--- src/rtl/rr_select_mux.sv ---
`default_nettype none
// +--------------------------------------------------------------------------+
// | rr_select_mux: N-channel registered selector, round-robin/fixed/forced.  |
// | Revision: 1.0                                                            |
// +--------------------------------------------------------------------------+
module rr_select_mux #(
   parameter int WIDTH    = 32,
   parameter int CHANNELS = 4,
   parameter int SELW     = 2
) (
   input  logic                      clk,
   input  logic                      rst,
   input  logic [CHANNELS-1:0]       in_valid,
   input  logic [CHANNELS*WIDTH-1:0] in_data,
   output logic [CHANNELS-1:0]       in_ready,
   input  logic                      mode,
   input  logic                      force_en,
   input  logic [SELW-1:0]           force_sel,
   output logic                      out_valid,
   output logic [WIDTH-1:0]          out_data,
   output logic [SELW-1:0]           out_sel,
   input  logic                      out_ready
);

   logic                r_valid;
   logic [WIDTH-1:0]    r_data;
   logic [SELW-1:0]     r_sel;
   logic [SELW-1:0]     r_ptr;

   logic                w_can_load;
   logic                w_found;
   logic [CHANNELS-1:0] w_grant;
   logic [SELW-1:0]     w_grant_idx;
   logic [WIDTH-1:0]    w_grant_data;
   logic                w_accept;
   logic                w_rr_accept;
   logic [SELW-1:0]     w_ptr_next;

   assign w_can_load = ~r_valid | out_ready;

   // Round-robin runs as two passes: channels at or above ptr first, then the wrap.
   always_comb begin
      w_grant = '0;
      w_found = 1'b0;
      if (force_en) begin
         for (int i = 0; i < CHANNELS; i++) begin
            if (force_sel == SELW'(i)) begin
               w_grant[i] = in_valid[i];
            end
         end
      end else if (mode) begin
         for (int i = 0; i < CHANNELS; i++) begin
            if (!w_found && in_valid[i]) begin
               w_grant[i] = 1'b1;
               w_found    = 1'b1;
            end
         end
      end else begin
         for (int i = 0; i < CHANNELS; i++) begin
            if (!w_found && in_valid[i] && (SELW'(i) >= r_ptr)) begin
               w_grant[i] = 1'b1;
               w_found    = 1'b1;
            end
         end
         for (int i = 0; i < CHANNELS; i++) begin
            if (!w_found && in_valid[i]) begin
               w_grant[i] = 1'b1;
               w_found    = 1'b1;
            end
         end
      end
   end

   // Grant is one-hot or zero, so OR-reduction acts as encoder and mux.
   always_comb begin
      w_grant_idx  = '0;
      w_grant_data = '0;
      for (int i = 0; i < CHANNELS; i++) begin
         if (w_grant[i]) begin
            w_grant_idx  = w_grant_idx | SELW'(i);
            w_grant_data = w_grant_data | in_data[i*WIDTH +: WIDTH];
         end
      end
   end

   assign in_ready    = w_grant & {CHANNELS{w_can_load & ~rst}};
   assign w_accept    = |in_ready;
   assign w_rr_accept = w_accept & ~force_en & ~mode;
   assign w_ptr_next  = (w_grant_idx == SELW'(CHANNELS - 1)) ? '0 : w_grant_idx + 1'b1;

   always_ff @(posedge clk) begin
      if (rst) begin
         r_valid <= 1'b0;
         r_data  <= '0;
         r_sel   <= '0;
         r_ptr   <= '0;
      end else begin
         if (w_accept) begin
            r_valid <= 1'b1;
            r_data  <= w_grant_data;
            r_sel   <= w_grant_idx;
         end else if (out_ready) begin
            r_valid <= 1'b0;
         end
         if (w_rr_accept) begin
            r_ptr <= w_ptr_next;
         end
      end
   end

   assign out_valid = r_valid;
   assign out_data  = r_data;
   assign out_sel   = r_sel;

endmodule
`default_nettype wire

--- config.mk ---
export PLATFORM = sky130hd
export DESIGN_NAME = rr_select_mux
export DESIGN_NICKNAME = d
export VERILOG_FILES = /design/src/rtl/rr_select_mux.sv
export SDC_FILE = /design/constraint.sdc
export NUM_CORES = 1
export LEC_CHECK = 0
export ABC_AREA = 1
export BUFFER_PORTS_ARGS = -buffer_cell sky130_fd_sc_hd__buf_2
export CORE_MARGIN = 2
export CORE_UTILIZATION = 43
export CTS_CLUSTER_DIAMETER = 200
export DETAILED_ROUTE_END_ITERATION = 6
export MAX_ROUTING_LAYER = met4
export PLACE_DENSITY = 0.86
export SYNTH_ARGS = -nofsm -noshare
export SYNTH_HDL_FRONTEND = slang
export SYNTH_SLANG_ARGS = --single-unit
export TNS_END_PERCENT = 20
--- constraint.sdc ---
create_clock -name clk -period 3.83 [get_ports clk]
set_input_delay 0.1915 -clock clk [delete_from_list [all_inputs] [get_ports clk]]
set_output_delay 0.1915 -clock clk [all_outputs]
set_load 0.01 [all_outputs]
=== Yosys cells after proc, flatten, opt, wreduce, memory -nomap -nowiden ===
Index checks and enable logic that the tools add are counted.

* Register bits: 37
* Latch bits: 0
* RAM bits: 0
* Memory bits (read-only): 0
* Input port bits: 139
* Memories kept: 0

* Add/sub/neg operators: 1
* Multipliers: 0
* Divide/modulo/power cells: 0
* Magnitude comparators: 4
* Eq/ne operators: 4
* Shift-type cells: 0
* Mux-type cells: 56
* Bitwise logic cells: 12
* Reductions and logical operators: 27

{| class="wikitable"
|+ Operators with widths
! operator !! count
|-
| $mux 32 || 4
|-
| $or 32x32->32 || 3
|-
| $mux 1 || 47
|-
| $logic_and 1x1->1 || 14
|-
| $logic_not 1->1 || 10
|-
| $mux 4 || 2
|-
| $eq 2x2->1 const B || 3
|-
| $mux 2 || 3
|-
| $and 4x4->4 || 1
|-
| $ge 1x2->1 const A || 2
|-
| $ge 2x2->1 const A || 2
|-
| $not 1->1 || 4
|-
| $reduce_or 4->1 || 1
|-
| $and 1x1->1 || 3
|-
| $add 2x1->2 const B || 1
|-
| $eq 2x1->1 const B || 1
|-
| $logic_not 2->1 || 1
|-
| $reduce_bool 2->1 || 1
|-
| $or 1x1->1 || 1
|}

=== Depth between registers and ports, before layout ===
* Word-level depth: 50
* Mapped depth: 13
* Depth with buffers taken out: 12

=== Worst setup path before layout ===
No wires, ideal clock.

* Kind: register -> register
* Start: register r_ptr[0]
* End: register r_data[10] (netlist: out_data[10])
* Library setup time: 0.115 ns
* Data arrival time: 1.453 ns
* Data required time: 3.715 ns
* Setup slack: 2.262 ns
* Cell stages (with the launch flop): 13
* Buffers on the path: 2
* Clock period less this slack: 1.568 ns
* Path through: dfxtp_1 > nor2_1 > nand2_2 > nand3_1 > nand2_2 > nand2_2 > nand2_4 > o21ai_2 > nand3_2 > buf_6 > buf_6 > o21ai_1 > nor2_1

* Cells in the longest elaborated chain, start to end: 45
* Elaborated cells on any way between the ends: 61

{| class="wikitable"
|+ Ends and longest elaborated chain
! item !! RTL line !! text
|-
| start, declared || 28 || <nowiki>logic [SELW-1:0] r_ptr;</nowiki>
|-
| start signal, assigned || 106 || <nowiki>r_ptr <= w_ptr_next;</nowiki>
|-
| $ge 1x2->1 || 60 || <nowiki>if (!w_found && in_valid[i] && (SELW'(i) >= r_ptr)) begin</nowiki>
|-
| $logic_and 1x1->1 || 60 ||
|-
| $mux 1 || 60 ||
|-
| $mux 1 || 51 || <nowiki>end else if (mode) begin</nowiki>
|-
| $mux 1 || 45 || <nowiki>if (force_en) begin</nowiki>
|-
| $logic_not 1->1 || 60 ||
|-
| $logic_and 1x1->1 (2 in a row) || 60 ||
|-
| $mux 1 || 60 ||
|-
| [... 28 more ...] || - ||
|-
| $mux 1 || 45 ||
|-
| $logic_not 1->1 || 66 || <nowiki>if (!w_found && in_valid[i]) begin</nowiki>
|-
| $logic_and 1x1->1 || 66 ||
|-
| $mux 1 || 66 ||
|-
| $mux 4 * || 51 ||
|-
| $mux 4 * || 45 ||
|-
| $and 4x4->4 || 86 || <nowiki>assign in_ready = w_grant & {CHANNELS{w_can_load & ~rst}};</nowiki>
|-
| $reduce_or 4->1 || 87 || <nowiki>assign w_accept = |in_ready;</nowiki>
|-
| end signal, assigned || 100 || <nowiki>r_data <= w_grant_data;</nowiki>
|-
| end, declared || 26 || <nowiki>logic [WIDTH-1:0] r_data;</nowiki>
|}

Every way passes the cells marked *; elsewhere a longest branch is shown, timed or not. The select of a mux whose other input is x is not followed.
A chain may end at the register's enable or synchronous reset.

=== Worst setup path in the final report ===
* Start: register r_ptr[0]
* End: register r_sel[0] (netlist: out_sel[0])

* Cells in the longest elaborated chain, start to end: 45
* Elaborated cells on any way between the ends: 57

{| class="wikitable"
|+ Ends and longest elaborated chain
! item !! RTL line !! text
|-
| $ge 1x2->1 || 60 ||
|-
| $logic_and 1x1->1 || 60 ||
|-
| $mux 1 || 60 ||
|-
| $mux 1 || 51 ||
|-
| $mux 1 || 45 ||
|-
| $logic_not 1->1 || 60 ||
|-
| $logic_and 1x1->1 (2 in a row) || 60 ||
|-
| $mux 1 || 60 ||
|-
| [... 28 more ...] || - ||
|-
| $mux 1 || 45 ||
|-
| $logic_not 1->1 || 66 ||
|-
| $logic_and 1x1->1 || 66 ||
|-
| $mux 1 || 66 ||
|-
| $mux 4 * || 51 ||
|-
| $mux 4 * || 45 ||
|-
| $and 4x4->4 || 86 ||
|-
| $reduce_or 4->1 || 87 ||
|-
| end signal, assigned || 101 || <nowiki>r_sel <= w_grant_idx;</nowiki>
|-
| end, declared || 27 || <nowiki>logic [SELW-1:0] r_sel;</nowiki>
|}

Marks and branches as above.

==> tab_implementation.tex <==
\begin{tabular}{lr}
\hline
Metric & Value \\
\hline
\multicolumn{2}{l}{\textbf{Status}} \\
Status & complete, no violations \\
\multicolumn{2}{l}{\textbf{Cells and area}} \\
Antenna Diode Count & 0 \\
Design Area, Final & roughly 0.0033 mm2 \\
Most common library cell in the layout ignoring fill and taps & sky130\_fd\_sc\_hd\_\_buf\_2 \\
Post-layout util & 0.637 \\
Final-layout fill cell count & $\sim$500 \\
Layout cell share with drive strength beyond 1 & 0.348 \\
NumNets Final & between 600 and 700 \\
Growth of design area from synthesis to finish & 41.6\% \\
Filler-free cell count of the finished design & about 630 \\
Commonest cells after routing, fill and taps aside & sky130\_fd\_sc\_hd\_\_buf\_2, sky130\_fd\_sc\_hd\_\_nand2\_1, sky130\_fd\_sc\_hd\_\_nor2\_1 \\
\multicolumn{2}{l}{\textbf{Floorplanning}} \\
Die extent in x & just under 80 um \\
Initial core utilization & 0.450 \\
Standard-cell row count & 26 \\
Die height & roughly 78 um \\
Top-Level Pins & between 150 and 200 \\
Core area & slightly above 0.005 mm2 \\
DIE AREA & roughly 0.006 mm2 \\
\multicolumn{2}{l}{\textbf{Synthesis}} \\
Synthesized area & $\sim$0.0023 mm2 \\
Mean area per synthesized cell & 5.87 um2 \\
Post-synthesis instance total & between 300 and 400 \\
Flip-flop and latch count after synthesis & 37 \\
Portion of the post-synthesis area used by sequential elements & 0.318 \\
Number of different library cells in the post-synthesis netlist & 23 \\
Proportion of register bits with asynchronous set or reset after synthesis & 0 \\
Number of enable flip-flop cells after synthesis & 0 \\
Post-Syn Nets & between 500 and 600 \\
Main flop type after synthesis & sky130\_fd\_sc\_hd\_\_dfxtp\_1 \\
Total of warnings raised by yosys & 0 \\
\multicolumn{2}{l}{\textbf{STA}} \\
Maximum clock frequency & between 0.3 and 0.4 GHz \\
Final Hold Viols & 0 \\
Max Transition Viols Final & 0 \\
Slew @ Worst Pin & between 1 and 1.5 ns \\
Total negative slack & 0 ns \\
Layout Skew & about 0.0046 ns \\
Final cycle utilization of the critical path & 0.707 \\
RSZ-0062 raised after global routing & false \\
Final setup fails & 0 \\
Minimum clock period & $\sim$2.7 ns \\
Worst Hold Slack & 0.136 ns \\
Headroom to the max-slew limit & 0.289 \\
\multicolumn{2}{l}{\textbf{Critical path}} \\
Element type at the critical path end & flop \\
Buffer and inverter count on the worst path & 1 \\
Cell occurring most often along the worst timing path & sky130\_fd\_sc\_hd\_\_nand2\_2 \\
Cells along the critical path & nor2\_1, nand2\_2, nand3\_1, nand2\_2, nand3\_1, nand2\_2, o21ai\_2, nand3\_2, inv\_2, nand2\_1, a21oi\_1 \\
Crit. path cell count & 11 \\
Cell with the largest stage delay on the worst path & sky130\_fd\_sc\_hd\_\_inv\_2 \\
Launching element type of the critical path & flop \\
Internal reg-to-reg setup slack & 1.12 ns \\
Cell family contributing the most delay on the critical path & simple AND/OR/NAND/NOR gates \\
Last element of the critical path & out\_sel[0] \\
Endpoint arrival time on the critical path & approximately 2.9 ns \\
Critical Setup Path Class & flop to flop \\
CP startpoint & r\_ptr[0] \\
Crit path largest cell delay & $\sim$0.55 ns \\
Worst flop-to-flop path startpoint & r\_ptr[0] \\
Worst Reg2Reg Path Length in Cells & 11 \\
Worst Path Required & around 4 ns \\
Maximum fanout count along the critical path & 34 \\
Capture instance of the worst register-to-register path & out\_sel[0] \\
\multicolumn{2}{l}{\textbf{Route}} \\
Average vias per placed instance & 4.88 \\
Drt initial violations & 150 \\
DRC violation count after routing & 0 \\
Total vias in the final route & 3078 \\
Count of nets left with antenna violations after detail routing & 0 \\
Routed len/inst & 12.1 um \\
TritonRoute pass-1 iters & 4 \\
Final wirelength & about 7.7 mm \\
\multicolumn{2}{l}{\textbf{Hold path}} \\
Type of the worst min-delay path & input port to flop \\
\multicolumn{2}{l}{\textbf{Placed design}} \\
DP Cell Count & 623 \\
Final weighted congestion of routability-driven global placement & about 0.86 \\
I/O Buffers & around 180 \\
Post-DP HPWL & between 5 and 6 mm \\
Area after DPL & between 0.003 and 0.004 mm2 \\
\multicolumn{2}{l}{\textbf{Clocking}} \\
Maximum count of clock buffers along a single path & 2 \\
Total of hold buffers inserted after clock tree synthesis & 0 \\
CTS Root Cell & sky130\_fd\_sc\_hd\_\_clkbuf\_8 \\
Number of buffers created by CTS & 5 \\
CTS tree & done \\
Clk slew on worst S/H paths & 0.07 ns \\
Insertion delay of the later-clocked pin in the worst-skew pair & 0.28 ns \\
Number of levels the H-tree was split into & 2 \\
Buffers inserted by post-CTS timing repair & 0 \\
Clk sinks & 37 \\
Count of instances resized after the clock tree is built & 0 \\
\multicolumn{2}{l}{\textbf{Global routing}} \\
Maximum number of pins on one net before global-route repair & 37 \\
Residual overflow from global routing & 0 \\
Number of antenna violations at the first check in global routing & 0 \\
Wire length of the first global-routing pass & 12.4 mm \\
Number of global-route vias before repair & 2933 \\
Total global routing track utilization & 0.258 \\
\multicolumn{2}{l}{\textbf{Run}} \\
Number of max-cap violations & 0 \\
\multicolumn{2}{l}{\textbf{Power}} \\
Leakage power of the design & 1.78 nW \\
Power density normalized to cell area & approximately 360 mW/mm2 \\
Highest ir drop seen on vdd & a little under 200 uV \\
\hline
\end{tabular}
-- cell type report --
type,count,area [um2],area share
inverters,20,75.1,0.0228
clock buffers,7,86.3,0.0262
repair buffers,179,901,0.273
clock inverters,1,30.0,0.00911
flip-flops and latches,37,741,0.225
well taps,70,87.6,0.0266
multi-input cells,317,1380,0.417
-- where the power goes --
part	switching [mW]	internal (mW)
registers	0.0235	0.437
logic	0.231	0.161
clock network	0.131	0.212
-- cells in the mapped netlist (all sizes together), types with 2 or more instances --
cell,instances,share of area
clkbuf,8,0.013
o21ai,37,0.081
dfxtp,37,0.32
inv,20,0.032
nor3,2,0.0043
nand3,13,0.030
buf,15,0.046
a21oi,3,0.0064
nand2,150,0.25
nor2,76,0.12
nand4,33,0.089
-- logic make-up after synthesis --
family | count (synthesis) | synth area share
AOI/OAI and AO/OA | 42 | 0.0935
buffers and inverters | 43 | 0.0908
DFF | 37 | 0.318
and+or+nand+nor | 275 | 0.498
-- sequential cells by signal, summed over array words and instances, names as in the netlist --
register and count:
out_data 32, out_sel 2, out_valid 1, r_ptr 2
-- per-stage QoR --
step	power (mW)	worst slack (ns)
after global placement	0.847	1.30
after floorplan	0.704	2.26
after detailed placement	0.861	1.15
after CTS	1.20	1.11
final	1.20	1.12
after global routing	1.27	0.789
-- metal layers --
layer	up-vias	GRT usage	part of all wire
li1	1603	-	-
met1	1317	0.253	0.40
met2	149	0.496	0.50
met3	9	0.0663	0.086
met4	0	0.0714	0.013
met5	-	-	0
-- worst min path at each step --
stage / startpoint / end / slack [ns] / depth (start not counted)
after floorplan: rst / out_sel[0] / 0.26 / 1
after CTS: rst / out_sel[0] / 0.13 / 2
after global routing: rst / r_ptr[0] / 0.14 / 2
after global placement: rst / out_sel[0] / 0.42 / 2
final: rst / out_sel[0] / 0.14 / 2
after detailed placement: rst / out_sel[0] / 0.43 / 2
Note: power is estimated with default switching activity, not from simulation.
